--- src/rtl/vdp_host_port_if.sv ---
// Host CPU register bus and VRAM write-side signals of the VDP host port.
interface vdp_host_port_if;
    logic        cpu_cs;
    logic        cpu_we;
    logic [1:0]  cpu_reg;
    logic [7:0]  cpu_wdata;
    logic [7:0]  cpu_rdata;
    logic        busy;
    logic [15:0] vram_addr;
    logic [7:0]  vram_wdata;
    logic        vram_we;

    modport master (
        output cpu_cs, cpu_we, cpu_reg, cpu_wdata,
        input  cpu_rdata, busy, vram_addr, vram_wdata, vram_we
    );

    modport slave (
        input  cpu_cs, cpu_we, cpu_reg, cpu_wdata,
        output cpu_rdata, busy, vram_addr, vram_wdata, vram_we
    );
endinterface

--- src/rtl/vdp_host_port.sv ---
// Host write port into VRAM: pointer/step register file feeding an in-order
// write FIFO that drains only in the idle dot slots (5 and 7) of each cell.
module vdp_host_port #(
    parameter int unsigned FIFO_DEPTH = 4,
    parameter logic [7:0]  DEF_STEP   = 8'h01
) (
    input  logic              clk,
    input  logic              reset,
    input  logic [2:0]        dot,
    vdp_host_port_if.slave    host
);
    localparam int unsigned AW = (FIFO_DEPTH > 1) ? $clog2(FIFO_DEPTH) : 1;
    localparam int unsigned CW = AW + 1;
    localparam logic [CW-1:0] DEPTH_C = CW'(FIFO_DEPTH);

    typedef enum logic [1:0] {
        REG_PTR_LO = 2'd0,
        REG_PTR_HI = 2'd1,
        REG_DATA   = 2'd2,
        REG_STATUS = 2'd3
    } reg_sel_e;

    logic [23:0]   mem [FIFO_DEPTH];
    logic [AW-1:0] rd_idx;
    logic [AW-1:0] wr_idx;
    logic [CW-1:0] count;
    logic [15:0]   ptr;
    logic [7:0]    step;
    logic          overflow;
    logic [7:0]    rdata_q;

    reg_sel_e      sel;
    logic          wr_en;
    logic          rd_en;
    logic          empty;
    logic          full;
    logic          slot;
    logic          pop;
    logic          push_req;
    logic          push;
    logic          drop;
    logic [23:0]   head;

    // Decode host access, FIFO status and the commit-slot pop/push/drop decisions.
    always_comb begin
        sel      = reg_sel_e'(host.cpu_reg);
        wr_en    = host.cpu_cs & host.cpu_we;
        rd_en    = host.cpu_cs & ~host.cpu_we;
        empty    = (count == '0);
        full     = (count == DEPTH_C);
        slot     = (dot == 3'd5) || (dot == 3'd7);
        pop      = slot & ~empty;
        push_req = wr_en && (sel == REG_DATA);
        // A full FIFO still accepts a push when the head leaves on the same edge.
        push     = push_req & (~full | pop);
        drop     = push_req & full & ~pop;
        head     = mem[rd_idx];
    end

    // FIFO storage; contents are only observed while count marks them valid.
    always_ff @(posedge clk) begin
        if (push) begin
            mem[wr_idx] <= {ptr, host.cpu_wdata};
        end
    end

    // FIFO indices and occupancy.
    always_ff @(posedge clk or negedge reset) begin
        if (!reset) begin
            rd_idx <= '0;
            wr_idx <= '0;
            count  <= '0;
        end else begin
            if (pop)  rd_idx <= rd_idx + 1'b1;
            if (push) wr_idx <= wr_idx + 1'b1;
            case ({push, pop})
                2'b10:   count <= count + 1'b1;
                2'b01:   count <= count - 1'b1;
                default: count <= count;
            endcase
        end
    end

    // Pointer, step and sticky overflow register updates.
    always_ff @(posedge clk or negedge reset) begin
        if (!reset) begin
            ptr      <= '0;
            step     <= DEF_STEP;
            overflow <= 1'b0;
        end else begin
            if (wr_en) begin
                case (sel)
                    REG_PTR_LO: ptr[7:0]  <= host.cpu_wdata;
                    REG_PTR_HI: ptr[15:8] <= host.cpu_wdata;
                    REG_DATA:   if (push) ptr <= ptr + {8'h00, step};
                    REG_STATUS: step <= host.cpu_wdata;
                    default:    ptr <= ptr;
                endcase
            end
            if (drop) begin
                overflow <= 1'b1;
            end else if (rd_en && (sel == REG_STATUS)) begin
                overflow <= 1'b0;
            end
        end
    end

    // Registered read data; holds its value between reads.
    always_ff @(posedge clk or negedge reset) begin
        if (!reset) begin
            rdata_q <= '0;
        end else if (rd_en) begin
            case (sel)
                REG_PTR_LO: rdata_q <= ptr[7:0];
                REG_PTR_HI: rdata_q <= ptr[15:8];
                REG_DATA:   rdata_q <= 8'h00;
                REG_STATUS: rdata_q <= {5'b0, overflow, full, empty};
                default:    rdata_q <= 8'h00;
            endcase
        end
    end

    assign host.cpu_rdata  = rdata_q;
    assign host.busy       = full;
    assign host.vram_we    = pop;
    assign host.vram_addr  = empty ? 16'h0000 : head[23:8];
    assign host.vram_wdata = empty ? 8'h00    : head[7:0];
endmodule

--- src/flat_wrapper.sv ---
// flat-port wrapper written by rule: the top's interface ports become plain ports
module vdp_host_port_flat 
#(
    parameter int unsigned FIFO_DEPTH = 4,
    parameter logic [7:0]  DEF_STEP   = 8'h01
)
  (clk, reset, dot, host_cpu_cs, host_cpu_we, host_cpu_reg, host_cpu_wdata, host_cpu_rdata, host_busy, host_vram_addr, host_vram_wdata, host_vram_we);
  vdp_host_port_if host_i ();
  input  logic clk;
  input  logic reset;
  input  logic [2:0] dot;
  input wire logic [$bits(host_i.cpu_cs)-1:0] host_cpu_cs;
  input wire logic [$bits(host_i.cpu_we)-1:0] host_cpu_we;
  input wire logic [$bits(host_i.cpu_reg)-1:0] host_cpu_reg;
  input wire logic [$bits(host_i.cpu_wdata)-1:0] host_cpu_wdata;
  output wire logic [$bits(host_i.cpu_rdata)-1:0] host_cpu_rdata;
  output wire logic [$bits(host_i.busy)-1:0] host_busy;
  output wire logic [$bits(host_i.vram_addr)-1:0] host_vram_addr;
  output wire logic [$bits(host_i.vram_wdata)-1:0] host_vram_wdata;
  output wire logic [$bits(host_i.vram_we)-1:0] host_vram_we;
  assign host_i.cpu_cs = host_cpu_cs;
  assign host_i.cpu_we = host_cpu_we;
  assign host_i.cpu_reg = host_cpu_reg;
  assign host_i.cpu_wdata = host_cpu_wdata;
  assign host_cpu_rdata = host_i.cpu_rdata;
  assign host_busy = host_i.busy;
  assign host_vram_addr = host_i.vram_addr;
  assign host_vram_wdata = host_i.vram_wdata;
  assign host_vram_we = host_i.vram_we;
  vdp_host_port #(.FIFO_DEPTH(FIFO_DEPTH), .DEF_STEP(DEF_STEP)) u_core (.clk(clk), .reset(reset), .dot(dot), .host(host_i));
endmodule
--- config.mk ---
export PLATFORM = sky130hd
export DESIGN_NAME = vdp_host_port_flat
export DESIGN_NICKNAME = d
export VERILOG_FILES = /design/src/rtl/vdp_host_port_if.sv /design/src/rtl/vdp_host_port.sv /design/src/flat_wrapper.sv
export SDC_FILE = /design/constraint.sdc
export NUM_CORES = 1
export LEC_CHECK = 0
export CAP_MARGIN = 30
export CORE_UTILIZATION = 27
export DETAILED_ROUTE_END_ITERATION = 16
export PLACE_DENSITY = 0.43
export REMOVE_ABC_BUFFERS = 1
export SLEW_MARGIN = 5
export SYNTH_ARGS = -nofsm -noshare
export SYNTH_HDL_FRONTEND = slang
export SYNTH_SLANG_ARGS = --single-unit
export TNS_END_PERCENT = 30
--- constraint.sdc ---
create_clock -name clk -period 2.7 [get_ports clk]
set_input_delay 0.405 -clock clk [delete_from_list [all_inputs] [get_ports clk]]
set_output_delay 0.405 -clock clk [all_outputs]
set_load 0.01 [all_outputs]
Word level (Yosys, flattened, before mapping)

Memories as Yosys holds them, arrays and structs flattened.
Index checks and enable logic that the tools add are counted.

Bits in registers: 40
RAM bits: 96
Word-level logic and storage cells: 57
Memories kept: 1
Output and inout bits: 34
Bits of input ports: 17

Bitwise logic cells: 11
Muxes and demuxes: 11
Equality and inequality tests: 9
$add $sub $neg: 5
Reductions and logical operators: 12

Memory list:

| memory     | words | bits a word | read ports | clocked after Yosys merged registers in | wr ports | RTL line            | RTL |
|---|---|---|---|---|---|---|---|
| u_core.mem | 4     | 24          | 1          | 0                                       | 1        | vdp_host_port.sv:23 | `logic [23:0] mem [FIFO_DEPTH];` |

Operators by type and width:

| kind                  | count |
|---|---|
| $mux W16              | 2 |
| $pmux W8 S2           | 2 |
| $pmux W8 S4           | 1 |
| $add A16 B8 Y16       | 1 |
| $eq A3 B3 Y1 const B  | 3 |
| $mux W8               | 1 |
| $reduce_bool A2 Y1    | 4 |
| $and A1 B1 Y1         | 6 |
| $eq A2 B2 Y1 const B  | 3 |
| $pmux W3 S2           | 1 |
| $reduce_and A3 Y1     | 2 |
| $add A2 B1 Y2 const B | 2 |
| $eq A2 B1 Y1 const B  | 2 |
| $mux W1               | 4 |
| $not A1 Y1            | 4 |
| $add A3 B1 Y3 const B | 1 |
| $logic_not A3 Y1      | 1 |
| $sub A3 B1 Y3 const B | 1 |
| $logic_and A1 B1 Y1   | 2 |
| $logic_not A2 Y1      | 1 |
| $ne A2 B1 Y1 const B  | 1 |
| $reduce_and A2 Y1     | 1 |
| $logic_or A1 B1 Y1    | 1 |
| $or A1 B1 Y1          | 1 |

Logic depth before layout (Yosys ltp)

Gate-level depths: netlist of run 1.

Depth after elaboration: 7
Mapped depth: 8
Mapped depth without buffers: 8

Least setup slack after synthesis of run 1

No wires, ideal clock.

Path kind: input -> register
From: input port host_cpu_reg[0]
To: memory u_core.mem[0][0] (enable)
Stages on the path: 4
Library setup time: 383 ps
Arrival time: 1,772 ps
Path buffers: 1
Setup slack: 545 ps
Required time: 2,317 ps
Cells stage by stage: buf_4 > nand2b_1 > a211oi_4 > and2_1

Cells in the longest elaborated chain, start to end: 5

Ends and longest elaborated chain:

| item                          | RTL line            | RTL |
|---|---|---|
| from (decl)                   | flat_wrapper.sv:14  | `input wire logic [$bits(host_i.cpu_reg)-1:0] host_cpu_reg;` |
| $eq A2 B2 Y1                  | vdp_host_port.sv:53 | `push_req = wr_en && (sel == REG_DATA);` |
| $logic_and A1 B1 Y1           | vdp_host_port.sv:53 |  |
| $and A1 B1 Y1                 | vdp_host_port.sv:55 | `push = push_req & (~full \| pop);` |
| $mux W1                       | vdp_host_port.sv:62 | `if (push) begin` |
| $mux W1 (implied by the code) | vdp_host_port.sv:63 | `mem[wr_idx] <= {ptr, host.cpu_wdata};` |
| to (decl)                     | vdp_host_port.sv:23 |  |

No other way between the ends.

Worst setup path in the final report of run 1

From: register u_core.rd_idx[0]
To: output port host_vram_addr[13]

Cells in the longest elaborated chain, start to end: 2

Ends and longest elaborated chain:

| item                   | RTL line             | RTL |
|---|---|---|
| from (decl)            | vdp_host_port.sv:24  | `logic [AW-1:0] rd_idx;` |
| from (signal assigned) | vdp_host_port.sv:74  | `if (pop) rd_idx <= rd_idx + 1'b1;` |
| $mem_v2 Z4 W24         | --                   |  |
| $mux W16               | vdp_host_port.sv:126 | `assign host.vram_addr = empty ? 16'h0000 : head[23:8];` |
| to (decl)              | flat_wrapper.sv:18   | `output wire logic [$bits(host_i.vram_addr)-1:0] host_vram_addr;` |

No other way between the ends.

==> metrics.cfg, run 1 <==
[clocking]
cts_num_sinks = 136
numCtsBuffers = 17
cts_setup_buffers = 0
clkTransAtPathRegs_ns = 0.06
clock_path_buffers = 2
cts_root_buffer = clkbuf_16
htreeDepth = 4
clk_latency_ns = 0.41
cts_tree = yes

[pwr]
p_leak_nw = 2.699
seqPwrFrac = 0.369
power_frac_clock = 0.285
power_density_nw_per_um2 = 1006
p_int_mw = 5.342
switching_power_mw = 2.427
swShare = 0.3124
pwr-share-comb = 0.346
vdd_drop_max_mv = 0.4789

[detailed_routing]
final_antenna_net_count = 0
wire_per_inst_um = 18.61
totalWireLength_um = 14480
drt_iter0_drc = 129
avgViaCountPerCell = 4.778
drc_errors = 0
num_vias = 3717
first_pass_iters = 7

[status]
status = complete, no violations

[logic_synthesis]
syn_area_um2 = 6157
ys_ff_latch = 136
yosysUniqueCellTypes = 58
yosys_warnings = 0
ys_seq_area_frac = 0.6310
synthFlopType = edfxtp_1
synth.most_common_cell = edfxtp_1
yosys-top-cells-count = edfxtp_1 (96), dfrtp_1 (39), nand2_1 (28)
synth-edff-count = 96
synthArstFlopShare = 0.2941
syn_inst = 413
syn_area_per_cell_um2 = 14.91
ys_top_cells_by_area = edfxtp_1 (47%), dfrtp_1 (16%), mux4_2 (8.8%), nor2b_1 (2.5%), ha_1 (2.4%)
post-synth-top-area-cell = edfxtp_1
synth_top_area_frac = 0.4682

[floorplanning]
ios = 51
initial_core_util = 0.2787
die_h_um = 153.0
fp.dieArea_um2 = 23410
num_rows = 54
fp.coreArea_um2 = 22090
fp.dieW_um = 153.0

[timing]
finalSetupViolations = 0
fin_skew_ns = 0.009841
fmax_ghz = 0.3877
hold_viol_final = 0
relSlewSlack = 0.5766
maxSlewViolCount = 0
worstMarginPinSlew_ns = 0.6350
period_minus_slack_ns = 2.579
rsz0062_at_grt = no
fin_crit_sh = 0.9553
fin_setup_tns_ns = 0

[cells_and_area]
stdcell_count = 778
nNetsFinal = 516
fillerInstances = 2147
diodes = 0
drive_gt1_frac = 0.2048
syn2layout_area_growth_pct = 25.46

[critical_path]
reg2reg_to = u_core.ptr[15]
startpoint_type = flip-flop
worstPathMaxFanout = 13
rr_worst_depth = 6
r2r_slack_ns = 0.42
startpoint = u_core.rd_idx[0]
cp.required_ns = 2.30
cp.arrival_ns = 2.17
cp-end-kind = primary output
crit_path_end = host_vram_addr[13]
r2r_start = u_core.ptr[3]
critical_path_class = reg -> out

[flow_run]
cap_violations = 0

[global_routing]
grt_pass1_wl_um = 22960
antenna_found_initial = 0
grt-ovfl-total = 0
grt_pass1_vias = 3960
grt_max_degree = 27
grtUsageTotal = 0.1325

[placement]
portBuffers = 49
place_congestion = 0.8261
dp_hpwl_um = 9598
placedCellCount = 746

[hold_path]
worstHoldPathType = in -> async

[stage by stage]
step                      setup slack, ns    util  total power [mW]  hold WS, ns  cell area [um2]
after detailed placement           0.2785  0.3236             5.629       0.4654             7149
after global placement             0.2950  0.3236             5.594       0.4573             7149
final                              0.1207  0.3496             7.768     0.007435             7725
after global routing              0.01806  0.3496             8.234      0.03488             7725
after floorplan                    0.2625       -             4.393       0.1094             6063
after CTS                         0.03004  0.3493             7.893      0.01222             7717
[final cells by class]
| class | count | area, um2 | share of cell area |
|---|---|---|---|
| clock inverters | 13 | 131.4 | 0.01701 |
| repair buffers | 73 | 739.5 | 0.09572 |
| clock buffers | 19 | 432.9 | 0.05604 |
| flip-flops and latches | 136 | 3886 | 0.5031 |
| well taps | 280 | 350.3 | 0.04535 |
| inverters | 8 | 30.03 | 0.003887 |
| multi-input cells | 249 | 2155 | 0.2789 |
[worst min path at each step]
stage | end | slack, ns | startpoint
2_1_floorplan | u_core.count[0] | 0.11 | reset
6_report | u_core.count[2] | 0.007 | reset
3_3_place_gp | u_core.count[2] | 0.46 | reset
5_1_grt | u_core.count[2] | 0.03 | reset
3_5_place_dp | u_core.count[2] | 0.47 | reset
4_1_cts | u_core.count[2] | 0.01 | reset
[per-layer routing]
metal	up-vias	global-route usage	wire, um	share of wire
met5	-	0	0	0
met4	0	0.04329	212	0.015
met3	12	0.03686	653	0.045
met2	85	0.2119	6879	0.48
met1	1888	0.1733	6730	0.46
li1	1732	-	-	-
[cells by family after synthesis]
group / Yosys count / share of synthesized area
AOI/OAI and AO/OA: 74 / 0.08921
xor gates and xnor gates: 11 / 0.01565
adders and majority gates: 14 / 0.03089
buffers and inverters: 28 / 0.02012
DFF: 136 / 0.6310
muxes: 44 / 0.1227
and+or+nand+nor: 106 / 0.09043
[worst max-delay path, cell delays in order, from the launching register on]
cell	delay, ns
dfrtp_2	0.40
buf_8	0.20
mux4_2	0.53
nor2b_1	0.15
clkdlybuf4s50_1	0.47
[registers in the layout, summed over array words and instances, names as in the netlist]
name / count
u_core.step: 8
u_core.mem: 96
u_core.rd_idx: 2
u_core.host.cpu_rdata: 8
u_core.overflow: 1
u_core.ptr: 16
u_core.wr_idx: 2
u_core.count: 3
[power by group through the flow]
stage          registers, mW  clock network (mW)  logic, mW
6_report                2.87                2.21       2.69
5_1_grt                 2.91                2.36       2.96
4_1_cts                 2.87                2.28       2.74
3_5_place_dp            2.91                   0       2.72
3_3_place_gp            2.89                   0       2.71
2_1_floorplan           2.93                   0       1.47
[timing repair]
item / CTS / global route
setup endpoints to repair: 13 / 6
hold endpoints to repair: 0 / 0
hold buffers: 0 / 0
resized for setup: 1 / 2
cloned: 0 / 0
[layout by cell type (no fill, tap or decap), drive strengths merged, types with 6 or more instances in the layout]
cell,instances
mux4,24
nand3,6
nor2b,25
clkdlybuf4s50,48
o21ai,15
a21oi,13
nor2,18
ha,12
xnor2,10
clkbuf,19
nand2,29
mux2,12
buf,25
edfxtp,96
nor3,6
and2,6
inv,9
mux2i,8
dfrtp,39
clkinv,6
a31oi,6
No activity file was read; power rests on OpenSTA's default activity.
==> run 2, diff against run 1 <==
Settings changed: CAP_MARGIN 30 to not set.
==> results of run 2 <==
Final layout, timing and power as in run 1 (identical DEF).
